### src/rtl/avalon_arbiter.sv
// Two-master round-robin arbiter for a single register-slave port with a fixed
// one-cycle read latency; a silent slave is answered with ERROR_DATA after TIMEOUT cycles.
module avalon_arbiter #(
    parameter int                    ADDR_WIDTH = 1,
    parameter int                    DATA_WIDTH = 32,
    parameter int                    TIMEOUT    = 15,
    parameter logic [DATA_WIDTH-1:0] ERROR_DATA = 32'hDEAD_BEEF
) (
    input  logic                  clk,
    input  logic                  reset,

    input  logic                  m0Read,
    input  logic                  m0Write,
    input  logic [ADDR_WIDTH-1:0] m0Address,
    input  logic [DATA_WIDTH-1:0] m0DataIn,
    output logic                  m0WaitRequest,
    output logic                  m0ReadValid,
    output logic [DATA_WIDTH-1:0] m0DataOut,

    input  logic                  m1Read,
    input  logic                  m1Write,
    input  logic [ADDR_WIDTH-1:0] m1Address,
    input  logic [DATA_WIDTH-1:0] m1DataIn,
    output logic                  m1WaitRequest,
    output logic                  m1ReadValid,
    output logic [DATA_WIDTH-1:0] m1DataOut,

    output logic                  sRead,
    output logic                  sWrite,
    output logic [ADDR_WIDTH-1:0] sAddress,
    output logic [DATA_WIDTH-1:0] sDataIn,
    input  logic                  sReadValid,
    input  logic [DATA_WIDTH-1:0] sDataOut
);

    localparam logic [7:0] TIMEOUT_L = 8'(TIMEOUT);

    typedef enum logic [1:0] {
        IDLE,
        ISSUE,
        WAIT_READ
    } state_t;

    state_t     r_state;
    logic       r_grant;
    logic       r_last_grant;
    logic       r_op_write;
    logic [7:0] r_count;

    logic                  w_req0;
    logic                  w_req1;
    logic                  w_pick;
    logic                  w_pick_write;
    logic [ADDR_WIDTH-1:0] w_pick_addr;
    logic [DATA_WIDTH-1:0] w_pick_data;
    logic                  w_rsp_done;
    logic [DATA_WIDTH-1:0] w_rsp_data;

    assign w_req0 = m0Read | m0Write;
    assign w_req1 = m1Read | m1Write;

    // Under contention the master that did not win last time goes first.
    assign w_pick       = (w_req0 && w_req1) ? ~r_last_grant : w_req1;
    assign w_pick_write = w_pick ? m1Write   : m0Write;
    assign w_pick_addr  = w_pick ? m1Address : m0Address;
    assign w_pick_data  = w_pick ? m1DataIn  : m0DataIn;

    assign w_rsp_done = sReadValid || (r_count == TIMEOUT_L);
    assign w_rsp_data = sReadValid ? sDataOut : ERROR_DATA;

    assign m0WaitRequest = !((r_state == ISSUE) && !r_grant);
    assign m1WaitRequest = !((r_state == ISSUE) &&  r_grant);

    always_ff @(posedge clk or posedge reset) begin
        if (reset) begin
            r_state      <= IDLE;
            r_grant      <= 1'b0;
            r_last_grant <= 1'b1;
            r_op_write   <= 1'b0;
            r_count      <= 8'd0;
            sRead        <= 1'b0;
            sWrite       <= 1'b0;
            sAddress     <= '0;
            sDataIn      <= '0;
            m0ReadValid  <= 1'b0;
            m1ReadValid  <= 1'b0;
            m0DataOut    <= '0;
            m1DataOut    <= '0;
        end else begin
            sRead       <= 1'b0;
            sWrite      <= 1'b0;
            m0ReadValid <= 1'b0;
            m1ReadValid <= 1'b0;
            case (r_state)
                IDLE: begin
                    if (w_req0 || w_req1) begin
                        r_grant    <= w_pick;
                        r_op_write <= w_pick_write;
                        sAddress   <= w_pick_addr;
                        sDataIn    <= w_pick_data;
                        sWrite     <= w_pick_write;
                        sRead      <= !w_pick_write;
                        r_state    <= ISSUE;
                    end
                end
                ISSUE: begin
                    r_last_grant <= r_grant;
                    r_count      <= 8'd0;
                    r_state      <= r_op_write ? IDLE : WAIT_READ;
                end
                WAIT_READ: begin
                    if (w_rsp_done) begin
                        if (r_grant) begin
                            m1DataOut   <= w_rsp_data;
                            m1ReadValid <= 1'b1;
                        end else begin
                            m0DataOut   <= w_rsp_data;
                            m0ReadValid <= 1'b1;
                        end
                        r_state <= IDLE;
                    end else begin
                        r_count <= r_count + 8'd1;
                    end
                end
                default: r_state <= IDLE;
            endcase
        end
    end

endmodule

### config.mk
export PLATFORM = sky130hd
export DESIGN_NAME = avalon_arbiter
export DESIGN_NICKNAME = d
export VERILOG_FILES = /design/src/rtl/avalon_arbiter.sv
export SDC_FILE = /design/constraint.sdc
export NUM_CORES = 1
export LEC_CHECK = 0
export ABC_AREA = 1
export BUFFER_PORTS_ARGS = -buffer_cell sky130_fd_sc_hd__buf_2
export CORE_MARGIN = 8
export CORE_UTILIZATION = 49
export CTS_CLUSTER_SIZE = 30
export DETAILED_ROUTE_END_ITERATION = 7
export HOLD_SLACK_MARGIN = 0.12
export PLACE_DENSITY = 0.82
export SLEW_MARGIN = 10
export SYNTH_ARGS = -nofsm -noshare
export SYNTH_HDL_FRONTEND = slang
export SYNTH_SLANG_ARGS = --single-unit
export TNS_END_PERCENT = 1
### constraint.sdc
create_clock -name clk -period 4.1 [get_ports clk]
set_input_delay 0.41 -clock clk [delete_from_list [all_inputs] [get_ports clk]]
set_output_delay 0.41 -clock clk [all_outputs]
set_load 0.02 [all_outputs]
After elaboration in Yosys (flattened, before gate mapping)

Index checks and enable logic that the tools add are counted.
W data, S select, Z words.

Bits in registers: 114
Bits of input ports: 105
Output and inout bits: 103
Word-level logic and storage cells: 61

$add $sub $neg: 1
Equality and inequality tests: 6
Mux-type cells: 21
Bitwise operators: 4
Reductions and logical operators: 16

Operators with widths:

| cell                  | count |
|---|---|
| $mux W32              | 2 |
| $pmux W8 S2           | 1 |
| $mux W1               | 13 |
| $add A8 B1 Y8 const B | 1 |
| $eq A8 B4 Y1 const B  | 1 |
| $mux W8               | 1 |
| $mux W2               | 3 |
| $ne A2 B2 Y1 const B  | 3 |
| $pmux W2 S3           | 1 |
| $reduce_and A2 Y1     | 3 |
| $reduce_and A3 Y1     | 2 |
| $logic_not A1 Y1      | 4 |
| $logic_and A1 B1 Y1   | 3 |
| $eq A2 B1 Y1 const B  | 1 |
| $eq A2 B2 Y1 const B  | 1 |
| $logic_not A2 Y1      | 1 |
| $logic_or A1 B1 Y1    | 2 |
| $not A1 Y1            | 2 |
| $or A1 B1 Y1          | 2 |
| $reduce_bool A2 Y1    | 1 |

Logic depth before layout (Yosys ltp)

Gate-level depths: netlist of the first run.

Depth in word-level cells: 7
Mapped depth: 8
Mapped depth without buffers: 8

Worst setup path after synthesis of the first run

Ideal clock, no wire load.

Path type: flip-flop to output port
Start: register r_grant
End: output port m0WaitRequest
Arrival: 1.076 ns
Setup slack: 2.614 ns
Cell stages (with the launch flop): 5
Path buffers: 2
Cells stage by stage: dfrtp_1 -> buf_2 -> clkinv_1 -> clkbuf_1 -> nand2_1

Word-level cells in the longest chain between the ends: 3

RTL lines:

| element                  | RTL line | RTL |
|---|---|---|
| start: declaration       | 45       | `logic r_grant;` |
| start signal: assignment | 97       | `r_grant <= w_pick;` |
| $logic_not A1 Y1         | 71       | `assign m0WaitRequest = !((r_state == ISSUE) && !r_grant);` |
| $logic_and A1 B1 Y1      | 71       |  |
| $logic_not A1 Y1         | 71       |  |
| end: declaration         | 16       | `output logic m0WaitRequest,` |

Every way passes these cells.

Worst setup path in the final report of the first run

Same ends and word-level chain as after synthesis.

==> results of run 1 <==
==> worst max-delay path by stage <==
stage / end / slack, ns
4_1_cts: m0WaitRequest / 1.49
2_1_floorplan: m0DataOut[0] / 0.68
6_report: m0WaitRequest / 1.53
3_5_place_dp: m0DataOut[22] / 1.66
5_1_grt: m0DataOut[10] / 1.37
3_3_place_gp: m1DataOut[29] / 1.72
==> sequential cells by signal, indices dropped and copies added, names as in the netlist, 2 cells and up <==
register,count
m1DataOut,32
r_count,8
m0DataOut,32
r_state,2
sDataIn,32
==> power by group <==
part,switching (mW),total (mW),internal [mW]
sequential,0.279,1.92,1.64
combinational,1.69,2.42,0.731
clock,0.477,1.31,0.832
total,2.45,5.65,3.20
==> layout make-up <==
cell class	count	area [um^2]
clock buffers	22	462.9
clock inverters	7	60.06
fillers	935	3801
inverters	57	216.5
multi-input cells	463	2115
flip-flops and latches	114	2854
well taps	140	175.2
repair buffers	214	1109
==> per-layer routing <==
metal	global-route usage	share of wire
met1	0.2601	0.40
met2	0.3596	0.47
met3	0.09912	0.12
met4	0.06554	0.011
met5	0	0
==> cell families (layout without fill, tap and decap cells) <==
family	count (synthesis)	after routing	share of synthesized area
AOI/OAI and AO/OA	40	40	0.03949
xor gates and xnor gates	4	4	0.006468
DFF	114	114	0.5268
adders and majority gates	1	1	0.002309
and+or+nand+nor	418	418	0.3386
buffers and inverters	101	300	0.08637
==> synthesized netlist by cell type (all sizes together) <==
library cell  instances
nand2               268
dfrtp               113
nand4                64
inv                  54
nor2                 46
o21ai                38
buf                  29
or2                  24
clkbuf               15
nand3                14
clkinv                3
xor2                  3
nand3b                2
a21oi                 1
dfstp                 1
ha                    1
o21bai                1
xnor2                 1
==> worst register-to-register path, delay by kind of cell (launching register included) <==
family	cells	cell delay [ns]
AOI/OAI and AO/OA	1	0.53
and+or+nand+nor	4	1.21
adders and majority gates	1	0.25
DFF	1	0.38
==> summary.txt, run 1 <==
Finish
  • Area Overhead vs Synth: 29.05%
  • Fin cells: 1017
  • NumNets Final: 973
  • Final Core Density: 0.6478
  • # diodes: 0
  • Cell area after layout: about 0.007 mm^2
  • Commonest cells after routing, fill and taps aside: nand2_1 (268), buf_2 (207), dfrtp_1 (113), nand4_1 (64), inv_1 (53)
  • Commonest non-fill, non-tap cell in the layout: nand2_1
  • Fraction of final layout cells sized beyond drive strength 1: 0.3124

Placed design
  • Hpwl dp: approximately 11000 um
  • Area after DPL: 0.006441 mm^2
  • Final Wtd Congestion: 0.8214
  • Placed cells: 987
  • Post-Place Setup Slack: 1.664 ns
  • Port Buffers: ~210

Global routing
  • Number of antenna violations at the first check in global routing: 0
  • Vias in the first global route: ~5200
  • First-pass GRT wire length: between 20000 and 30000 um
  • GRT Resource Usage Total: 0.2218
  • Largest net degree at the start of global routing: 87
  • Grt ovf: 0

STA
  • Hold Slack: 0.1546 ns
  • Post-layout minimum cycle time: 2.570 ns
  • Relative slew margins: 0.2896
  • Fmax: 389.2 MHz
  • PnR worst setup slack: 1.530 ns
  • Fin. max-slew vios: 0
  • Clock Skews: 0.01088 ns
  • Final setup TNS: 0 ns
  • Fin crit share: 0.6268
  • Number of setup violations in the final report: 0
  • Slew of the pin with the lowest slew margin: 1.059 ns
  • Hold Vio Cnt, Final: 0
  • RSZ-0062 raised after global routing: no

Critical path
  • Type of origin of the critical path: flop
  • Top delay family on crit path: buffers and inverters
  • CP max stage delay: 0.82 ns
  • CP Depth: 3
  • Flop-to-flop setup slack: 1.59 ns
  • R2R Path Start: r_count[0]
  • CP arrival: around 2.2 ns
  • CP Capture Type: output pin
  • CP Class: reg -> out
  • Critical path buffers and inverters: 2
  • Worst r2r dst: m0DataOut[23]
  • Worst Setup SP: r_grant
  • Crit path max fanout: 34
  • Worst path slowest cell: clkinv_1
  • Worst Path Required: ~3.7 ns
  • R2R depth: 6
  • Worst path cell trace: clkinv_1 -> nand2_1 -> buf_2

Route
  • Routed WL per cell: 15.41 um
  • Overall routed net length: 15670 um
  • Drt pass-1 iters: 6
  • Mean number of vias per cell: 5.086
  • Vias: 5172
  • Routed Antenna Nets: 0
  • Iter 0 DRT Violations: roughly 520
  • Drt drc: 0

CTS
  • Clk root buf: clkbuf_8
  • Post-CTS Setup Bufs: 0
  • TritonCTS clock tree: yes
  • Clock-pin slew on the worst setup and hold paths: 0.05 ns
  • TritonCTS buffer count: 17
  • Worst-Skew Late Latency: 0.51 ns
  • Number of hold buffers added after cts: 0
  • H-tree depth: 4
  • CTS sink count: about 110
  • Post-CTS sizing: 0
  • Clk buf depth: 2

Power and ir drop
  • Total power: 5.652 mW
  • Pwr/cell area: 808.3 mW/mm^2
  • Max IR drop VDD: 0.0004516 V
  • Leak pwr: slightly above 4 nW

Synthesis
  • Mean Syn Cell Area: 7.991 um^2
  • Netlist Area Pre-Place: 0.005418 mm^2
  • Synth top area cells: dfrtp_1 (52%), nand2_1 (19%), nand4_1 (7.4%)
  • Post-synth top area share: 0.5219
  • Count of cell types in the netlist: 23
  • Ys Warns: 0
  • Sequential element share of the synthesized area: 0.5268
  • Seq cells post-synth: about 110
  • Top cell type by total area after synthesis: dfrtp_1
  • Syn nets: 784
  • Mapped Cells: 678

Die
  • Die X: roughly 120 um
  • Die ar.: roughly 0.015 mm^2
  • Starting Density: 0.5020
  • Die height: between 100 and 150 um
  • Core Region: around 0.011 mm^2
  • # rows: 38
  • IO Pins: 208

Worst hold path
  • Min-Delay Path Class: in -> async

Flow run
  • Max Cap Viol: 0

Status
  • Status: complete, no violations
No activity file was read; power rests on OpenSTA's default activity.
==> run 2, diff against run 1 <==
--- a/config.mk
+++ b/config.mk
@@ -5,10 +5,10 @@
 export SDC_FILE = /design/constraint.sdc
 export NUM_CORES = 1
 export LEC_CHECK = 0
-export ABC_AREA = 1
+export ABC_AREA = 0
 export BUFFER_PORTS_ARGS = -buffer_cell sky130_fd_sc_hd__buf_2
 export CORE_MARGIN = 8
-export CORE_UTILIZATION = 49
+export CORE_UTILIZATION = 48
 export CTS_CLUSTER_SIZE = 30
 export DETAILED_ROUTE_END_ITERATION = 7
 export HOLD_SLACK_MARGIN = 0.12
==> constraint.sdc (replaced) <==
create_clock -name clk -period 2.6 [get_ports clk]
set_input_delay 0.26 -clock clk [delete_from_list [all_inputs] [get_ports clk]]
set_output_delay 0.26 -clock clk [all_outputs]
set_load 0.02 [all_outputs]
==> run 2 against run 1 <==
- sequential cell count unchanged
- register-to-register slack got worse by 1.5 ns
- clock power up 74%
- final area grew 11%
- sequential power up 69%
- first-iteration DRC count shrank 16%
- global-route usage rose by 2.7 points
- die area decreased by 3.5%
==> summary.txt, run 2 <==
Critical path
  • CP Class: reg -> reg
  • CP arrival: 2.82 ns
  • Type of origin of the critical path: flop
  • Worst Path Required: 2.95 ns
  • CP Capture Type: flop
  • Crit path max fanout: 30

Synthesis
  • Top cell type by total area after synthesis: dfrtp_1
  • Seq cells post-synth: 114
  • Number of synthesized flops with an enable pin: 0
  • Mapped Cells: roughly 400
  • Synth top area cells: dfrtp_1 (56%), a2bb2oi_2 (11%), mux2i_1 (6.7%)
  • Top FF cell, synth: dfrtp_1
  • Count of cell types in the netlist: 44
  • Most common cell in the netlist: dfrtp_1
  • Ys Warns: 0
  • Mean Syn Cell Area: 12.60 um^2
  • Sequential element share of the synthesized area: 0.5606
  • Post-synth top area share: 0.5554
  • Commonest cells post-synth: dfrtp_1 (113), nand2_1 (42), a2bb2oi_2 (38)
  • Netlist Area Pre-Place: 0.005091 mm^2
  • Syn nets: about 500
  • Async set-reset flop share out of synthesis: 1.000

STA
  • Relative slew margins: 0.5759
  • Hold Slack: 0.1779 ns
  • Fin crit share: 0.9503
  • Post-layout minimum cycle time: 2.471 ns
  • Slew of the pin with the lowest slew margin: roughly 0.64 ns
  • Hold Vio Cnt, Final: 0
  • Number of setup violations in the final report: 0
  • Final setup TNS: 0 ns
  • Fmax: just over 400 MHz
  • Clock Skews: a little over 0.009 ns
  • Fin. max-slew vios: 0
  • RSZ-0062 raised after global routing: no

Global routing
  • GRT Resource Usage Total: 0.2492
  • Vias in the first global route: about 5300
  • First-pass GRT wire length: 28260 um
  • Number of antenna violations at the first check in global routing: 3
  • Grt ovf: 0
  • Largest net degree at the start of global routing: 115

Power and ir drop
  • Pwr/cell area: 1242 mW/mm^2
  • Total power: 9.619 mW
  • Max IR drop VDD: 0.0007329 V
  • Leak pwr: 3.742 nW

Die
  • # rows: 37
  • Die height: 119.0 um
  • IO Pins: 208
  • Die ar.: approximately 0.014 mm^2
  • Starting Density: 0.4932
  • Die X: 119.0 um
  • Core Region: around 0.010 mm^2

Route
  • Iter 0 DRT Violations: 438
  • Routed Antenna Nets: 0
  • Vias: 4738
  • Mean number of vias per cell: 5.535
  • Drt drc: 0
  • Overall routed net length: about 18000 um
  • Drt pass-1 iters: 5
  • Routed WL per cell: roughly 20 um

CTS
  • Clk buf depth: 2
  • Worst-Skew Late Latency: 0.51 ns
  • H-tree depth: 4
  • TritonCTS buffer count: 17
  • Clk root buf: clkbuf_8
  • Clock-pin slew on the worst setup and hold paths: 0.06 ns
  • TritonCTS clock tree: yes
  • CTS sink count: 114

Placed design
  • Final Wtd Congestion: about 0.80
  • Hpwl dp: 10540 um
  • Placed cells: just over 700
  • Port Buffers: 207
  • Area after DPL: 0.006147 mm^2

Finish
  • Area Overhead vs Synth: 52.13%
  • Fin cells: 856
  • Seq. cell area: 0.002854 mm^2
  • Commonest cells after routing, fill and taps aside: buf_2 (207), dfrtp_1 (113), dlygate4sd3_1 (100), nand2_1 (42), a2bb2oi_2 (38)
  • Area of the multi-input gates: 0.001979 mm^2
  • Largest registers: m0DataOut (32), m1DataOut (32), sDataIn (32)
  • Commonest non-fill, non-tap cell in the layout: buf_2
  • NumNets Final: 810
  • Cell area after layout: roughly 0.0077 mm^2
  • Fraction of final layout cells sized beyond drive strength 1: 0.4100
  • Fillcell total: 612

Worst hold path
  • Min-Delay Path Class: in -> reg

Flow run
  • Max Cap Viol: 0

Status
  • Status: complete, no violations
## run 2: power by group
group,switching [mW],internal (mW),leakage [nW]
registers,0.641,2.61,1.38
logic,2.40,1.69,2.09
clock network,0.781,1.50,0.281
## run 2: timing repair
item | in CTS | in global routing
setup endpoints to repair | 0 | 13
gates resized for setup | 0 | 1
buffers inserted | 0 | 0
endpoints found under the hold margin | 212 | 0
hold buffers | 100 | 0
## run 2: worst max-delay path, stage by stage, from the launching register on
cell and delay (ns):
dfstp_2 0.59, o21ai_0 0.20, o21ai_4 0.18, buf_6 0.37, mux2i_1 0.28, dlygate4sd3_1 0.59
o21ai_0 0.10
## run 2: kinds of logic after synthesis
family | share of synthesized area
and+or+nand+nor | 0.09290
AOI/OAI and AO/OA | 0.2239
DFF | 0.5606
buffers and inverters | 0.05333
muxes | 0.06685
adders and majority gates | 0.002457
## run 2: layout make-up
type / instances / area share
timing repair buffer: 312 / 0.2700
tap: 136 / 0.02197
clock buffer: 22 / 0.05848
clock inverter: 10 / 0.01712
sequential: 114 / 0.3685
inverter: 9 / 0.007431
antenna: 3 / 0.0009693
multi-input combinational: 250 / 0.2556
## run 2: final timing paths
kind	from	slack (ns)	end	cells past startpoint
min in group asynchronous	reset	0.44	m1DataOut[31]	4
setup / recovery	r_last_grant	0.13	sDataIn[19]	6
hold reg to reg	sDataIn[11]	0.48	sDataIn[11]	2
max in group asynchronous	reset	1.65	r_state[1]	4
hold / removal	m0Write	0.18	sWrite	3
setup reg to reg	r_last_grant	0.13	sDataIn[19]	6
## run 2: per-layer routing
| metal | vias up | routed length [um] | global-route usage |
|---|---|---|---|
| met4 | 0 | 347 | 0.09802 |
| met2 | 313 | 8508 | 0.4060 |
| met1 | 2314 | 6959 | 0.2905 |
| met5 | - | 0 | 0 |
| met3 | 31 | 1786 | 0.09684 |
| li1 | 2080 | - | - |
## run 2: per-stage QoR
step	worst slack [ns]	utilization
2_1_floorplan	0.8202	-
3_3_place_gp	0.7194	0.5954
6_report	0.1291	0.7502
5_1_grt	0.02499	0.7502
3_5_place_dp	0.6634	0.5954
4_1_cts	0.2047	0.7491
